--- config.mk ---
export PLATFORM = sky130hd
export DESIGN_NAME = rvfi_ref_compare_shell
export DESIGN_NICKNAME = d
export VERILOG_FILES = /design/src/rtl/rvfi_ref_compare_shell.sv
export SDC_FILE = /design/constraint.sdc
export NUM_CORES = 1
export LEC_CHECK = 0
export CAP_MARGIN = 20
export CORE_MARGIN = 2
export CORE_UTILIZATION = 47
export DETAILED_ROUTE_END_ITERATION = 12
export PLACE_DENSITY = 0.77
export SLEW_MARGIN = 20
export SYNTH_ARGS = -nofsm -noshare
export SYNTH_HDL_FRONTEND = slang
export SYNTH_SLANG_ARGS = --single-unit
--- constraint.sdc ---
create_clock -name clk_i -period 21.1 [get_ports clk_i]
set_input_delay 3.165 -clock clk_i [delete_from_list [all_inputs] [get_ports clk_i]]
set_output_delay 3.165 -clock clk_i [all_outputs]
set_load 0.02 [all_outputs]
--- src/rtl/rvfi_ref_compare_shell.sv ---
// In-order RVFI retirement buffer that steps a reference model one record at a time
// and compares each DUT retirement against the matching reference record, field by field.
module rvfi_ref_compare_shell #(
  parameter int NRET             = 1,
  parameter int XLEN             = 32,
  parameter int DEPTH            = 8,
  parameter int HALT_ON_MISMATCH = 1
) (
  input  logic                      clk_i,
  input  logic                      rst_i,
  input  logic [NRET-1:0]           dut_valid_i,
  input  logic [NRET*XLEN-1:0]      dut_pc_i,
  input  logic [NRET*32-1:0]        dut_insn_i,
  input  logic [NRET*5-1:0]         dut_rd_addr_i,
  input  logic [NRET*XLEN-1:0]      dut_rd_wdata_i,
  input  logic [NRET-1:0]           dut_trap_i,
  input  logic                      ref_valid_i,
  output logic                      ref_ready_o,
  input  logic [XLEN-1:0]           ref_pc_i,
  input  logic [31:0]               ref_insn_i,
  input  logic [4:0]                ref_rd_addr_i,
  input  logic [XLEN-1:0]           ref_rd_wdata_i,
  input  logic                      ref_trap_i,
  output logic                      cmp_valid_o,
  output logic                      mismatch_o,
  output logic [4:0]                mismatch_field_o,
  output logic [63:0]               cmp_order_o,
  output logic [31:0]               mismatch_cnt_o,
  output logic [$clog2(DEPTH):0]    fifo_count_o,
  output logic                      overflow_o,
  output logic                      halted_o
);

  localparam int AW = $clog2(DEPTH);
  localparam int CW = AW + 1;
  localparam logic [CW:0] DEPTH_L = (CW+1)'(DEPTH);

  typedef enum logic [1:0] {EMPTY, ACTIVE, HALTED} state_t;

  logic [XLEN-1:0] r_pcMem    [DEPTH];
  logic [31:0]     r_insnMem  [DEPTH];
  logic [4:0]      r_rdMem    [DEPTH];
  logic [XLEN-1:0] r_wdataMem [DEPTH];
  logic            r_trapMem  [DEPTH];

  state_t          r_state;
  logic [AW-1:0]   r_wptr, r_rptr;
  logic [CW-1:0]   r_count;
  logic [63:0]     r_order;
  logic            r_cmpValid, r_mismatch, r_overflow, r_halted;
  logic [4:0]      r_field;
  logic [31:0]     r_mismatchCnt;

  logic [CW:0]     w_npush, w_level;
  logic [CW-1:0]   w_countNext;
  logic            w_contig, w_accept, w_drop, w_pendingHalt, w_ready, w_pop;
  logic [4:0]      w_field;
  logic            w_mis;

  always_comb begin
    w_npush = '0;
    for (int i = 0; i < NRET; i++)
      w_npush = w_npush + (CW+1)'(dut_valid_i[i]);
    // Valid lanes form 2^k-1 exactly when adding one clears every set bit.
    w_contig = ((({1'b0, dut_valid_i}) + (NRET+1)'(1)) & {1'b0, dut_valid_i}) == '0;
    w_pendingHalt = (HALT_ON_MISMATCH != 0) && r_cmpValid && r_mismatch;
    w_ready = (r_count != '0) && !r_halted && !w_pendingHalt;
    w_pop   = ref_valid_i && w_ready;
    w_level = {1'b0, r_count} - (CW+1)'(w_pop) + w_npush;
    w_accept = (dut_valid_i != '0) && w_contig && (w_level <= DEPTH_L);
    w_drop   = (dut_valid_i != '0) && !w_accept;
    w_countNext = w_accept ? w_level[CW-1:0] : (r_count - CW'(w_pop));

    w_field = '0;
    w_field[0] = r_pcMem[r_rptr] != ref_pc_i;
    w_field[1] = r_insnMem[r_rptr] != ref_insn_i;
    w_field[2] = r_rdMem[r_rptr] != ref_rd_addr_i;
    w_field[3] = (r_rdMem[r_rptr] != 5'd0) && (ref_rd_addr_i != 5'd0) &&
                 (r_wdataMem[r_rptr] != ref_rd_wdata_i);
    w_field[4] = r_trapMem[r_rptr] != ref_trap_i;
    w_mis = |w_field;
  end

  assign ref_ready_o = w_ready;

  always_ff @(posedge clk_i) begin
    if (w_accept) begin
      for (int i = 0; i < NRET; i++) begin
        if (dut_valid_i[i]) begin
          r_pcMem[r_wptr + AW'(i)]    <= dut_pc_i[i*XLEN +: XLEN];
          r_insnMem[r_wptr + AW'(i)]  <= dut_insn_i[i*32 +: 32];
          r_rdMem[r_wptr + AW'(i)]    <= dut_rd_addr_i[i*5 +: 5];
          r_wdataMem[r_wptr + AW'(i)] <= dut_rd_wdata_i[i*XLEN +: XLEN];
          r_trapMem[r_wptr + AW'(i)]  <= dut_trap_i[i];
        end
      end
    end
  end

  // Control state, pointers, counters and registered compare results.
  always_ff @(posedge clk_i) begin
    if (rst_i) begin
      r_state       <= EMPTY;
      r_wptr        <= '0;
      r_rptr        <= '0;
      r_count       <= '0;
      r_order       <= '0;
      r_cmpValid    <= 1'b0;
      r_mismatch    <= 1'b0;
      r_field       <= '0;
      r_mismatchCnt <= '0;
      r_overflow    <= 1'b0;
      r_halted      <= 1'b0;
    end else begin
      r_cmpValid <= w_pop;
      if (w_accept) r_wptr <= r_wptr + w_npush[AW-1:0];
      if (w_drop)   r_overflow <= 1'b1;
      r_count <= w_countNext;
      if (w_pop) begin
        r_rptr      <= r_rptr + AW'(1);
        r_field     <= w_field;
        r_mismatch  <= w_mis;
        cmp_order_o <= r_order;
        r_order     <= r_order + 64'd1;
        if (w_mis && (r_mismatchCnt != '1))
          r_mismatchCnt <= r_mismatchCnt + 32'd1;
      end
      case (r_state)
        EMPTY:  if (w_countNext != '0) r_state <= ACTIVE;
        ACTIVE: begin
          if (w_pop && w_mis && (HALT_ON_MISMATCH != 0)) begin
            r_state  <= HALTED;
            r_halted <= 1'b1;
          end else if (w_countNext == '0) begin
            r_state <= EMPTY;
          end
        end
        default: r_state <= HALTED;
      endcase
    end
    if (rst_i) cmp_order_o <= '0;
  end

  assign cmp_valid_o      = r_cmpValid;
  assign mismatch_o       = r_mismatch;
  assign mismatch_field_o = r_field;
  assign mismatch_cnt_o   = r_mismatchCnt;
  assign fifo_count_o     = r_count;
  assign overflow_o       = r_overflow;
  assign halted_o         = r_halted;

endmodule
==> results.txt, run 1 <==
----------------------------------------------------
[Routing]
  Wire length per cell after detailed routing ... 23.5 um
  Vias per std cell ... 5.67
  Number of vias after detailed routing ... 22800
  Final wirelength ... 94.7 mm
  DRC errors left ... 0
  ANT nets after route ... 0
  1st-pass router iterations ... 5
  Number of DRC markers after the initial detailed-route iteration ... 2114

[Power and ir drop]
  IR Drop Worst-Case VDD ... 110 uV
  Power Density ... 110 mW/mm^2
  Leakage power of the design ... 14.8 nW

[Global routing]
  Sum of overflow across all layers after global routing ... 0
  First-pass GRT wire length ... 142 mm
  Via count of the first global-routing pass ... 23200
  Maximum number of pins on one net before global-route repair ... 113
  Antenna violations before repair ... 23
  Total routing usage reported by global routing ... 21.6%

[Floorplanning]
  Core ar. ... 0.0840 sq mm
  Vertical extent of the die ... 296 um
  Overall die width ... 296 um
  Number of placement rows ... 106
  # IOs ... 318
  Initial Util ... 47.6%
  Area enclosed by the die boundary ... 0.0873 sq mm

[Clocking]
  CTS tree ... built
  Hold bufs inserted after CTS ... 0
  Sinks on the clock net ... 1000
  Clock network latency to the later pin of the worst-skew pair ... 680 ps
  Number of gates given a new drive strength after cts ... 0
  Clock Path Buffers ... 3
  Postcts setup bufs ... 0
  Inserted Clock Buffers ... 101
  CTS clk-pin slew, worst paths ... 60 ps
  CTS H-tree depth ... 3
  Root buffer cell ... clkbuf_16

[Yosys]
  Synth Warn # ... 0
  Post-synthesis register bit count ... 1000
  Share of synthesized area occupied by flip-flops and latches ... 70.6%
  Net count after synthesis ... 2680
  Cell count after synthesis ... 2458
  Fraction of registers with async set/reset ... 0%
  Synth Cell Area ... 0.0399 sq mm
  Ys flop type ... edfxtp_1
  Post-synth EDFFs ... 816
  Average footprint of a synthesized cell ... 16.2 sq um
  Number of distinct library cells after synthesis ... 61

[STA]
  Total count of hold-check failures in the final report ... 0
  Unrepaired setup endpoints after global routing ... no
  Transition at the pin with the smallest max-transition slack ... 1100 ps
  Clock Skew ... 51.8 ps
  Achievable clock frequency ... 108 MHz
  Total setup violations reported at the end of the flow ... 0
  Tcrit/Tclk final ... 43.8%
  Setup TNS Final ... 0 ps
  Count of final max-slew check failures ... 0
  Min Tclk post-route ... 9250 ps
  Worst slew slack as a fraction of its limit ... 26.4%

[Final layout]
  Most common cell after layout, fill and taps aside ... edfxtp_1
  Nets ... 3016
  Layout overhead on the synthesized area ... 19.3%
  Top library cells by usage in the layout, fill and taps aside ... 816 x edfxtp_1, 316 x clkdlybuf4s50_1, 202 x nand2_1, 188 x mux2i_1, 181 x dfxtp_1
  Post-route standard cell area excluding fillers ... 0.0476 sq mm
  Fraction of layout cells with a size suffix above 1 ... 12.7%

[Critical path]
  Dominant delay contributor by cell family on the critical path ... buffers and inverters
  Count of buffering cells on the critical path with inverters included ... 7
  Worst setup path category ... in -> reg
  Launching element type of the critical path ... input port
  WP data required ... 21380 ps
  CP Data Arrival Time ... 9520 ps
  Top fanout value on the critical path ... 90
  Max stage delay on crit path ... 870 ps
  CP Cell Sequence ... clkdlybuf4s50_1, nand2_2, buf_4, inv_2, buf_4, ha_1, inv_1, ha_1, fa_1, a21oi_1, nor2_1, nor2_1, xnor2_1, nor2_1, nand3_1, nor3_2, buf_4, buf_4
  CP most frequent cell ... buf_4
  Cell at the slowest stage of the critical path ... nor3_2
  Category of the worst setup path capture point ... flop

[Outcome]
  Run status ... finished, final reports clean

[Worst hold path]
  Tightest Hold Check Type ... reg -> reg

[Placement]
  Placed standard-cell area ... 0.0441 sq mm
  HPWL after detailed placement ... 59.6 mm
  Weighted congestion reported at the end of routability-driven placement ... 0.888
  Count of input and output buffers ... 317

[Run]
  Total of max-cap violations ... 0

----------------------------------------------------
## Yosys cell counts, drive strengths merged (10+ instances only)
library cell | number | area, sq um
nor2 | 120 | 455
buf | 79 | 593
and2 | 11 | 68.8
a22oi | 15 | 113
inv | 22 | 82.6
a221oi | 28 | 251
a22o | 26 | 228
dfxtp | 184 | 3680
clkbuf | 43 | 161
nand2b | 11 | 68.8
o21ai | 28 | 140
nand2 | 203 | 762
mux2 | 13 | 169
a21oi | 108 | 541
xor2 | 93 | 815
and4 | 10 | 87.6
nor3 | 22 | 110
edfxtp | 816 | 24500
nor2b | 11 | 68.8
o31ai | 11 | 87.6
mux2i | 188 | 1880
or4 | 11 | 82.6
xnor2 | 71 | 622
nand3 | 48 | 240
or3 | 17 | 106
mux4 | 132 | 2980
nor4 | 25 | 163
nand4 | 37 | 231
and3 | 18 | 113
ha | 13 | 163
## where the power goes
group	internal [mW]	switching [mW]	total, mW
sequential	2.29	0.0581	2.35
combinational	0.437	0.595	1.03
clock	1.09	0.754	1.84
total	3.82	1.41	5.23
## sequential cells by signal (all words and copies together) (netlist names), named ones only
signal and count:
cmp_order_o 64, cmp_valid_o 1, fifo_count_o 4, halted_o 1, mismatch_cnt_o 32, mismatch_field_o 5, mismatch_o 1, overflow_o 1
r_insnMem 256, r_order 64, r_pcMem 256, r_rdMem 40, r_rptr 3, r_state 2, r_trapMem 8, r_wdataMem 256
r_wptr 3
## worst register-to-register path: cells and delay by family, from the launching register on
kind | cells | cell delay (ps)
AO/OA/AOI/OAI | 2 | 720
XOR/XNOR | 1 | 100
adder cells (fa/ha/maj) | 4 | 1190
buffers and inverters | 7 | 2960
flip-flops | 1 | 380
AND/OR/NAND/NOR | 6 | 1770
## routing by layer
| layer | GRT usage, % | part of all wire, % | vias up |
|---|---|---|---|
| met5 | 0 | 0.16 | - |
| met4 | 6.18 | 2.3 | 22 |
| met3 | 5.02 | 8.6 | 169 |
| met2 | 35.7 | 49 | 1009 |
| met1 | 28.7 | 40 | 11400 |
| li1 | - | - | 10200 |
## metrics by stage
step	setup WS (ps)	total power, mW	utilization (%)	instances	hold WS [ps]
5_1_grt	11360	5.43	56.7	4016	476
3_5_place_dp	11240	3.43	52.6	3825	449
3_3_place_gp	11430	3.40	52.6	3825	446
4_1_cts	11900	5.27	56.7	4013	458
2_1_floorplan	4240	3.14	-	2458	437
6_report	11850	5.23	56.7	4024	456
## worst paths after layout
| check | from | to | slack, ps | cells after the start |
|---|---|---|---|---|
| max | ref_valid_i | r_insnMem[2][3]$_DFFE_PP_ | 11850 | 18 |
| min | mismatch_field_o[4]$_SDFFE_PP0P_ | mismatch_field_o[4]$_SDFFE_PP0P_ | 460 | 2 |
| max reg2reg | fifo_count_o[2]$_SDFF_PP0_ | r_insnMem[2][3]$_DFFE_PP_ | 13580 | 20 |
| min reg2reg | mismatch_field_o[4]$_SDFFE_PP0P_ | mismatch_field_o[4]$_SDFFE_PP0P_ | 460 | 2 |
## kinds of logic after synthesis
| group | synth area share [%] |
|---|---|
| multiplexers | 12.6 |
| buffers and inverters | 2.11 |
| flip-flops | 70.6 |
| adder cells (fa/ha/maj) | 0.457 |
| XOR/XNOR | 3.60 |
| AND/OR/NAND/NOR | 6.78 |
| AO/OA/AOI/OAI | 3.91 |
## cell type report
type	count	area (sq um)
Antenna cell	11	27.5
Clock buffer	117	2620
Clock inverter	71	848
Fill cell	6217	36300
Inverter	23	86.3
Multi-Input combinational cell	1313	11000
Sequential cell	1000	28200
Tap cell	1134	1420
Timing Repair Buffer	355	3470
No activity file was read; power rests on OpenSTA's default activity.
==> inputs of run 2 (changes only) <==
--- a/config.mk
+++ b/config.mk
@@ -9,7 +9,7 @@
 export CORE_MARGIN = 2
 export CORE_UTILIZATION = 47
 export DETAILED_ROUTE_END_ITERATION = 12
-export PLACE_DENSITY = 0.77
+export PLACE_DENSITY = 0.79
 export SLEW_MARGIN = 20
 export SYNTH_ARGS = -nofsm -noshare
 export SYNTH_HDL_FRONTEND = slang
==> constraint.sdc (replaced) <==
create_clock -name clk_i -period 8.35 [get_ports clk_i]
set_input_delay 1.2525 -clock clk_i [delete_from_list [all_inputs] [get_ports clk_i]]
set_output_delay 1.2525 -clock clk_i [all_outputs]
set_load 0.02 [all_outputs]
==> results.txt, run 2 (synthesized netlist as in run 1, its figures left out) <==
----------------------------------------------------
[Critical path]
  Top fanout value on the critical path ... 51
  Cell at the slowest stage of the critical path ... dfxtp_4
  CP Cell Sequence ... buf_4, mux2i_1, a22o_1, a221oi_1, xor2_1, nor4_1, nand4_1, nor3_1, and3_1, buf_4, nor3_1, mux2_4
  Max stage delay on crit path ... 980 ps
  WP data required ... 8870 ps
  Worst reg2reg path depth ... 12
  CP Data Arrival Time ... 6290 ps
  Dominant delay contributor by cell family on the critical path ... simple AND/OR/NAND/NOR gates
  End of the worst register-to-register path ... mismatch_cnt_o[9]$_SDFFE_PP0P_
  Category of the worst setup path capture point ... flop
  Launching element type of the critical path ... flop
  Worst setup path category ... reg -> reg
  Setup slack of the most critical reg-to-reg path ... 2580 ps
  Count of buffering cells on the critical path with inverters included ... 2

[Final layout]
  Count of fill cells added during filler insertion ... 6290
  Fraction of layout cells with a size suffix above 1 ... 12.3%
  Nets ... 3006
  Core occupancy in the finished layout ... 56.6%
  Layout overhead on the synthesized area ... 18.9%
  Registers with the most flip-flops ... r_insnMem: 256 flops, r_pcMem: 256 flops, r_wdataMem: 256 flops
  Area taken by multi-input logic gates ... 0.0110 sq mm
  Non-Filler Instances ... 4011
  Top library cells by usage in the layout, fill and taps aside ... 816 x edfxtp_1, 316 x clkdlybuf4s50_1, 202 x nand2_1, 188 x mux2i_1, 181 x dfxtp_1
  Most common cell after layout, fill and taps aside ... edfxtp_1
  Post-route standard cell area excluding fillers ... 0.0475 sq mm
  Seq. cell area ... 0.0282 sq mm

[Placement]
  Total placed cells including tap cells ... 3816
  Placed standard-cell area ... 0.0442 sq mm
  Pre-CTS setup slack ... 2820 ps
  Weighted congestion reported at the end of routability-driven placement ... 0.841
  HPWL after detailed placement ... 56.5 mm
  Count of input and output buffers ... 317

[Worst hold path]
  HP Start ... cmp_order_o[20]$_SDFFE_PP0P_
  Number of cells on the worst hold path ... 2
  Tightest Hold Check Type ... reg -> reg
  End of the worst hold path ... cmp_order_o[20]$_SDFFE_PP0P_

[STA]
  Count of final max-slew check failures ... 0
  Tcrit/Tclk final ... 69.1%
  Transition at the pin with the smallest max-transition slack ... 1060 ps
  Achievable clock frequency ... 173 MHz
  Setup TNS Final ... 0 ps
  Total count of hold-check failures in the final report ... 0
  Clock Skew ... 48.2 ps
  Hold Slack ... 454 ps
  Final worst-path setup slack ... 2580 ps
  Min Tclk post-route ... 5770 ps
  Unrepaired setup endpoints after global routing ... no
  Total setup violations reported at the end of the flow ... 0
  Worst slew slack as a fraction of its limit ... 28.6%

[Routing]
  ANT nets after route ... 0
  Number of DRC markers after the initial detailed-route iteration ... 1981
  Wire length per cell after detailed routing ... 23.2 um
  DRC errors left ... 0
  Vias per std cell ... 5.66
  Number of vias after detailed routing ... 22700
  Final wirelength ... 93.2 mm
  1st-pass router iterations ... 6

[Clocking]
  Postcts setup bufs ... 0
  Sinks on the clock net ... 1000
  CTS H-tree depth ... 3
  Hold bufs inserted after CTS ... 0
  Clock Path Buffers ... 3
  Clock network latency to the later pin of the worst-skew pair ... 680 ps
  CTS clk-pin slew, worst paths ... 60 ps
  CTS tree ... built
  Root buffer cell ... clkbuf_16
  Number of gates given a new drive strength after cts ... 0
  Inserted Clock Buffers ... 99

[Global routing]
  First-pass GRT wire length ... 138 mm
  Sum of overflow across all layers after global routing ... 0
  Antenna violations before repair ... 32
  Total routing usage reported by global routing ... 21.2%
  Maximum number of pins on one net before global-route repair ... 103
  Via count of the first global-routing pass ... 22800

[Power and ir drop]
  Power Density ... 271 mW/mm^2
  PnR Total Power ... 12.9 mW
  Leakage power of the design ... 14.7 nW
  IR Drop Worst-Case VDD ... 302 uV

[Floorplanning]
  Vertical extent of the die ... 296 um
  Number of placement rows ... 106
  # IOs ... 318
  Core ar. ... 0.0840 sq mm
  Area enclosed by the die boundary ... 0.0873 sq mm
  Initial Util ... 47.6%
  Overall die width ... 296 um

[Run]
  Total of max-cap violations ... 0

[Outcome]
  Run status ... finished, final reports clean

----------------------------------------------------
==> run 2: power breakdown <==
group | switching, mW | total, mW | internal, mW
Sequential | 0.178 | 5.97 | 5.80
Clock | 1.88 | 4.33 | 2.45
Combinational | 1.44 | 2.55 | 1.12
Total | 3.50 | 12.9 | 9.36
==> run 2: final cells by class <==
class                      count  area share (%)
antenna                       13          0.0685
clock buffer                 123            5.64
clock inverter                58            1.16
inverter                      23           0.182
multi-input combinational   1313            23.2
sequential                  1000            59.4
tap                         1134            2.99
timing repair buffer         347            7.40
==> run 2: how the worst max path moves through the flow <==
stage	from	to	slack (ps)	depth (start not counted)
final	flop	mismatch_cnt_o[9]$_SDFFE_PP0P_	2580	12
after global routing	flop	mismatch_cnt_o[9]$_SDFFE_PP0P_	2450	12
after CTS	flop	mismatch_cnt_o[9]$_SDFFE_PP0P_	2740	11
after detailed placement	ref_valid_i	r_insnMem[4][14]$_DFFE_PP_	2820	15
after floorplan	fifo_count_o[2]$_SDFF_PP0_	r_insnMem[5][0]$_DFFE_PP_	-200	16
after global placement	ref_valid_i	r_pcMem[5][7]$_DFFE_PP_	2930	15
==> run 2: routing by layer <==
layer,vias up,global-route usage (%),routed length (um)
met5,-,0,228
met4,36,6.62,2390
met3,158,7.07,8850
met2,937,34.7,45300
met1,11400,26.7,36400
li1,10200,-,-
==> run 2: worst register-to-register path, delay by kind of cell (launching register included) <==
kind	cells	cell delay (ps)
buf+inv	2	1150
flops	1	980
xor+xnor	1	110
compound gates	2	580
simple gates	5	2240
mux	2	550
==> inputs of run 3 (changes only) <==
==> constraint.sdc (replaced) <==
create_clock -name clk_i -period 5 [get_ports clk_i]
set_input_delay 0.75 -clock clk_i [delete_from_list [all_inputs] [get_ports clk_i]]
set_output_delay 0.75 -clock clk_i [all_outputs]
set_load 0.02 [all_outputs]
==> results.txt, run 3 (synthesized netlist as in run 1, its figures left out) <==
----------------------------------------------------
[Outcome]
  Run status ... finished, final reports clean

[Final layout]
  Most common cell after layout, fill and taps aside ... edfxtp_1
  Non-Filler Instances ... 4035
  Area taken by multi-input logic gates ... 0.0111 sq mm
  Fraction of layout cells with a size suffix above 1 ... 13.5%
  Layout overhead on the synthesized area ... 19.9%
  Seq. cell area ... 0.0282 sq mm
  Top library cells by usage in the layout, fill and taps aside ... 816 x edfxtp_1, 316 x clkdlybuf4s50_1, 201 x nand2_1, 188 x mux2i_1, 179 x dfxtp_1
  Registers with the most flip-flops ... r_insnMem: 256 flops, r_pcMem: 256 flops, r_wdataMem: 256 flops
  Nets ... 3035
  Count of fill cells added during filler insertion ... 6200
  Core occupancy in the finished layout ... 57.0%

[Routing]
  Number of DRC markers after the initial detailed-route iteration ... 2183
  Final wirelength ... 98.2 mm
  ANT nets after route ... 0
  Vias per std cell ... 5.73
  Wire length per cell after detailed routing ... 24.3 um
  Number of vias after detailed routing ... 23100
  DRC errors left ... 0
  1st-pass router iterations ... 5

[Clocking]
  Inserted Clock Buffers ... 98
  CTS H-tree depth ... 3
  Clock network latency to the later pin of the worst-skew pair ... 670 ps
  Sinks on the clock net ... 1000
  CTS clk-pin slew, worst paths ... 60 ps
  CTS tree ... built
  Root buffer cell ... clkbuf_16
  Clock Path Buffers ... 3

[STA]
  Total count of hold-check failures in the final report ... 0
  Total setup violations reported at the end of the flow ... 0
  Clock Skew ... 43.5 ps
  Unrepaired setup endpoints after global routing ... no
  Tcrit/Tclk final ... 94.1%
  Worst slew slack as a fraction of its limit ... 37.7%
  Transition at the pin with the smallest max-transition slack ... 935 ps
  Count of final max-slew check failures ... 0
  Achievable clock frequency ... 213 MHz
  Min Tclk post-route ... 4700 ps

[Placement]
  Count of input and output buffers ... 317
  Total placed cells including tap cells ... 3846
  HPWL after detailed placement ... 62.8 mm
  Weighted congestion reported at the end of routability-driven placement ... 0.884

[Power and ir drop]
  Power share of the combinational group ... 21.2%
  Clock power share ... 33.1%
  Switching share of total power ... 27.5%
  Internal cell power ... 15.8 mW
  Power spent charging and discharging nets ... 5.97 mW
  IR Drop Worst-Case VDD ... 482 uV
  Power Density ... 454 mW/mm^2
  Leakage power of the design ... 14.8 nW
  Portion of total power attributed to sequential cells ... 45.7%

[Floorplanning]
  Number of placement rows ... 106
  # IOs ... 318
  Core ar. ... 0.0840 sq mm
  Area enclosed by the die boundary ... 0.0873 sq mm
  Initial Util ... 47.6%
  Vertical extent of the die ... 296 um
  Overall die width ... 296 um

[Critical path]
  Setup slack of the most critical reg-to-reg path ... 300 ps
  Worst setup path category ... reg -> reg
  End of the worst register-to-register path ... mismatch_cnt_o[4]$_SDFFE_PP0P_
  Top fanout value on the critical path ... 51
  Category of the worst setup path capture point ... flop
  WP data required ... 5560 ps
  CP Data Arrival Time ... 5260 ps
  Launching element type of the critical path ... flop
  Worst reg2reg path depth ... 14

[Global routing]
  Via count of the first global-routing pass ... 23600
  Met2 Use GR ... 37.9%
  Busiest grt layer ... met2
  Met1 Use GR ... 28.7%
  Sum of overflow across all layers after global routing ... 0
  Maximum number of pins on one net before global-route repair ... 90
  Global-route met3 utilization ... 5.44%
  Total routing usage reported by global routing ... 22.3%
  First-pass GRT wire length ... 146 mm
  Antenna violations before repair ... 25

[Run]
  Total of max-cap violations ... 0

[Worst hold path]
  End of the worst hold path ... mismatch_field_o[4]$_SDFFE_PP0P_
  Number of cells on the worst hold path ... 2
  HP Start ... mismatch_field_o[4]$_SDFFE_PP0P_
  Tightest Hold Check Type ... reg -> reg

----------------------------------------------------
[run 3: cell types whose count changed in the layout (fill, tap and decap cells not counted), sizes merged]
cell / before / now
buf: 31 / 61
clkbuf: 123 / 119
bufinv: 5 / 9
inv: 24 / 27
diode: 13 / 12
clkinvlp: 5 / 10
clkinv: 47 / 34
[run 3: worst max-delay path by stage]
stage | from | endpoint | slack [ps]
floorplan | fifo_count_o[2]$_SDFF_PP0_ | r_insnMem[1][0]$_DFFE_PP_ | -1630
global placement | flop | mismatch_cnt_o[4]$_SDFFE_PP0P_ | -520
detailed placement | flop | mismatch_cnt_o[9]$_SDFFE_PP0P_ | -510
CTS | flop | mismatch_cnt_o[9]$_SDFFE_PP0P_ | 160
global route | flop | mismatch_cnt_o[4]$_SDFFE_PP0P_ | 50
finish | flop | mismatch_cnt_o[4]$_SDFFE_PP0P_ | 300
[run 3: critical path, stage by stage, from the launching register on]
cell     delay (ps)
dfxtp_4         520
buf_12          330
buf_4           360
mux4_2          550
mux2i_1         200
xor2_1          260
nand4_1         130
nor2_1          460
nand4_1         320
nor3_4          400
buf_4           200
and3_1          200
buf_12          230
nor3_1          110
mux2_4          310
[run 3: cell type report]
| class | count | share of cell area, % |
|---|---|---|
| flip-flops and latches | 1000 | 58.9 |
| multi-input cells | 1313 | 23.2 |
| repair buffers | 377 | 8.16 |
| clock buffers | 119 | 5.29 |
| well taps | 1134 | 2.96 |
| clock inverters | 57 | 1.22 |
| inverters | 23 | 0.201 |
| diodes | 12 | 0.0627 |
[run 3: timing repair]
action                     4_1_cts  5_1_grt
setup buffers                    1        0
pin swaps                        0        0
hold endpoints to repair         0        0
setup endpoints to repair       36        6
hold buffers                     0        0
gates resized for setup          2        1
[run 3: through the flow]
stage	TNS [ps]	power [mW]	hold slack (ps)	worst slack, ps	cell area, sq um
2_1_floorplan	-964380	13.2	437	-1630	40100
3_3_place_gp	-13090	14.5	448	-519	44700
3_5_place_dp	-13130	14.7	449	-512	44700
4_1_cts	0	21.9	457	160	47800
5_1_grt	0	22.5	471	54.7	47900
6_report	0	21.7	452	296	47900
[run 3: metal layers]
layer / vias up / wire (um)
met2: 1048 / 48800
met5: - / 151
met1: 11600 / 38000
li1: 10200 / -
met4: 24 / 2450
met3: 177 / 8770
[run 3: power by group through the flow]
stage	Sequential [mW]	Combinational, mW	Clock [mW]
floorplan	10.1	3.16	0
global placement	10.1	4.46	0
detailed placement	10.1	4.56	0
CTS	9.93	4.64	7.29
global route	9.97	4.94	7.60
finish	9.93	4.61	7.19
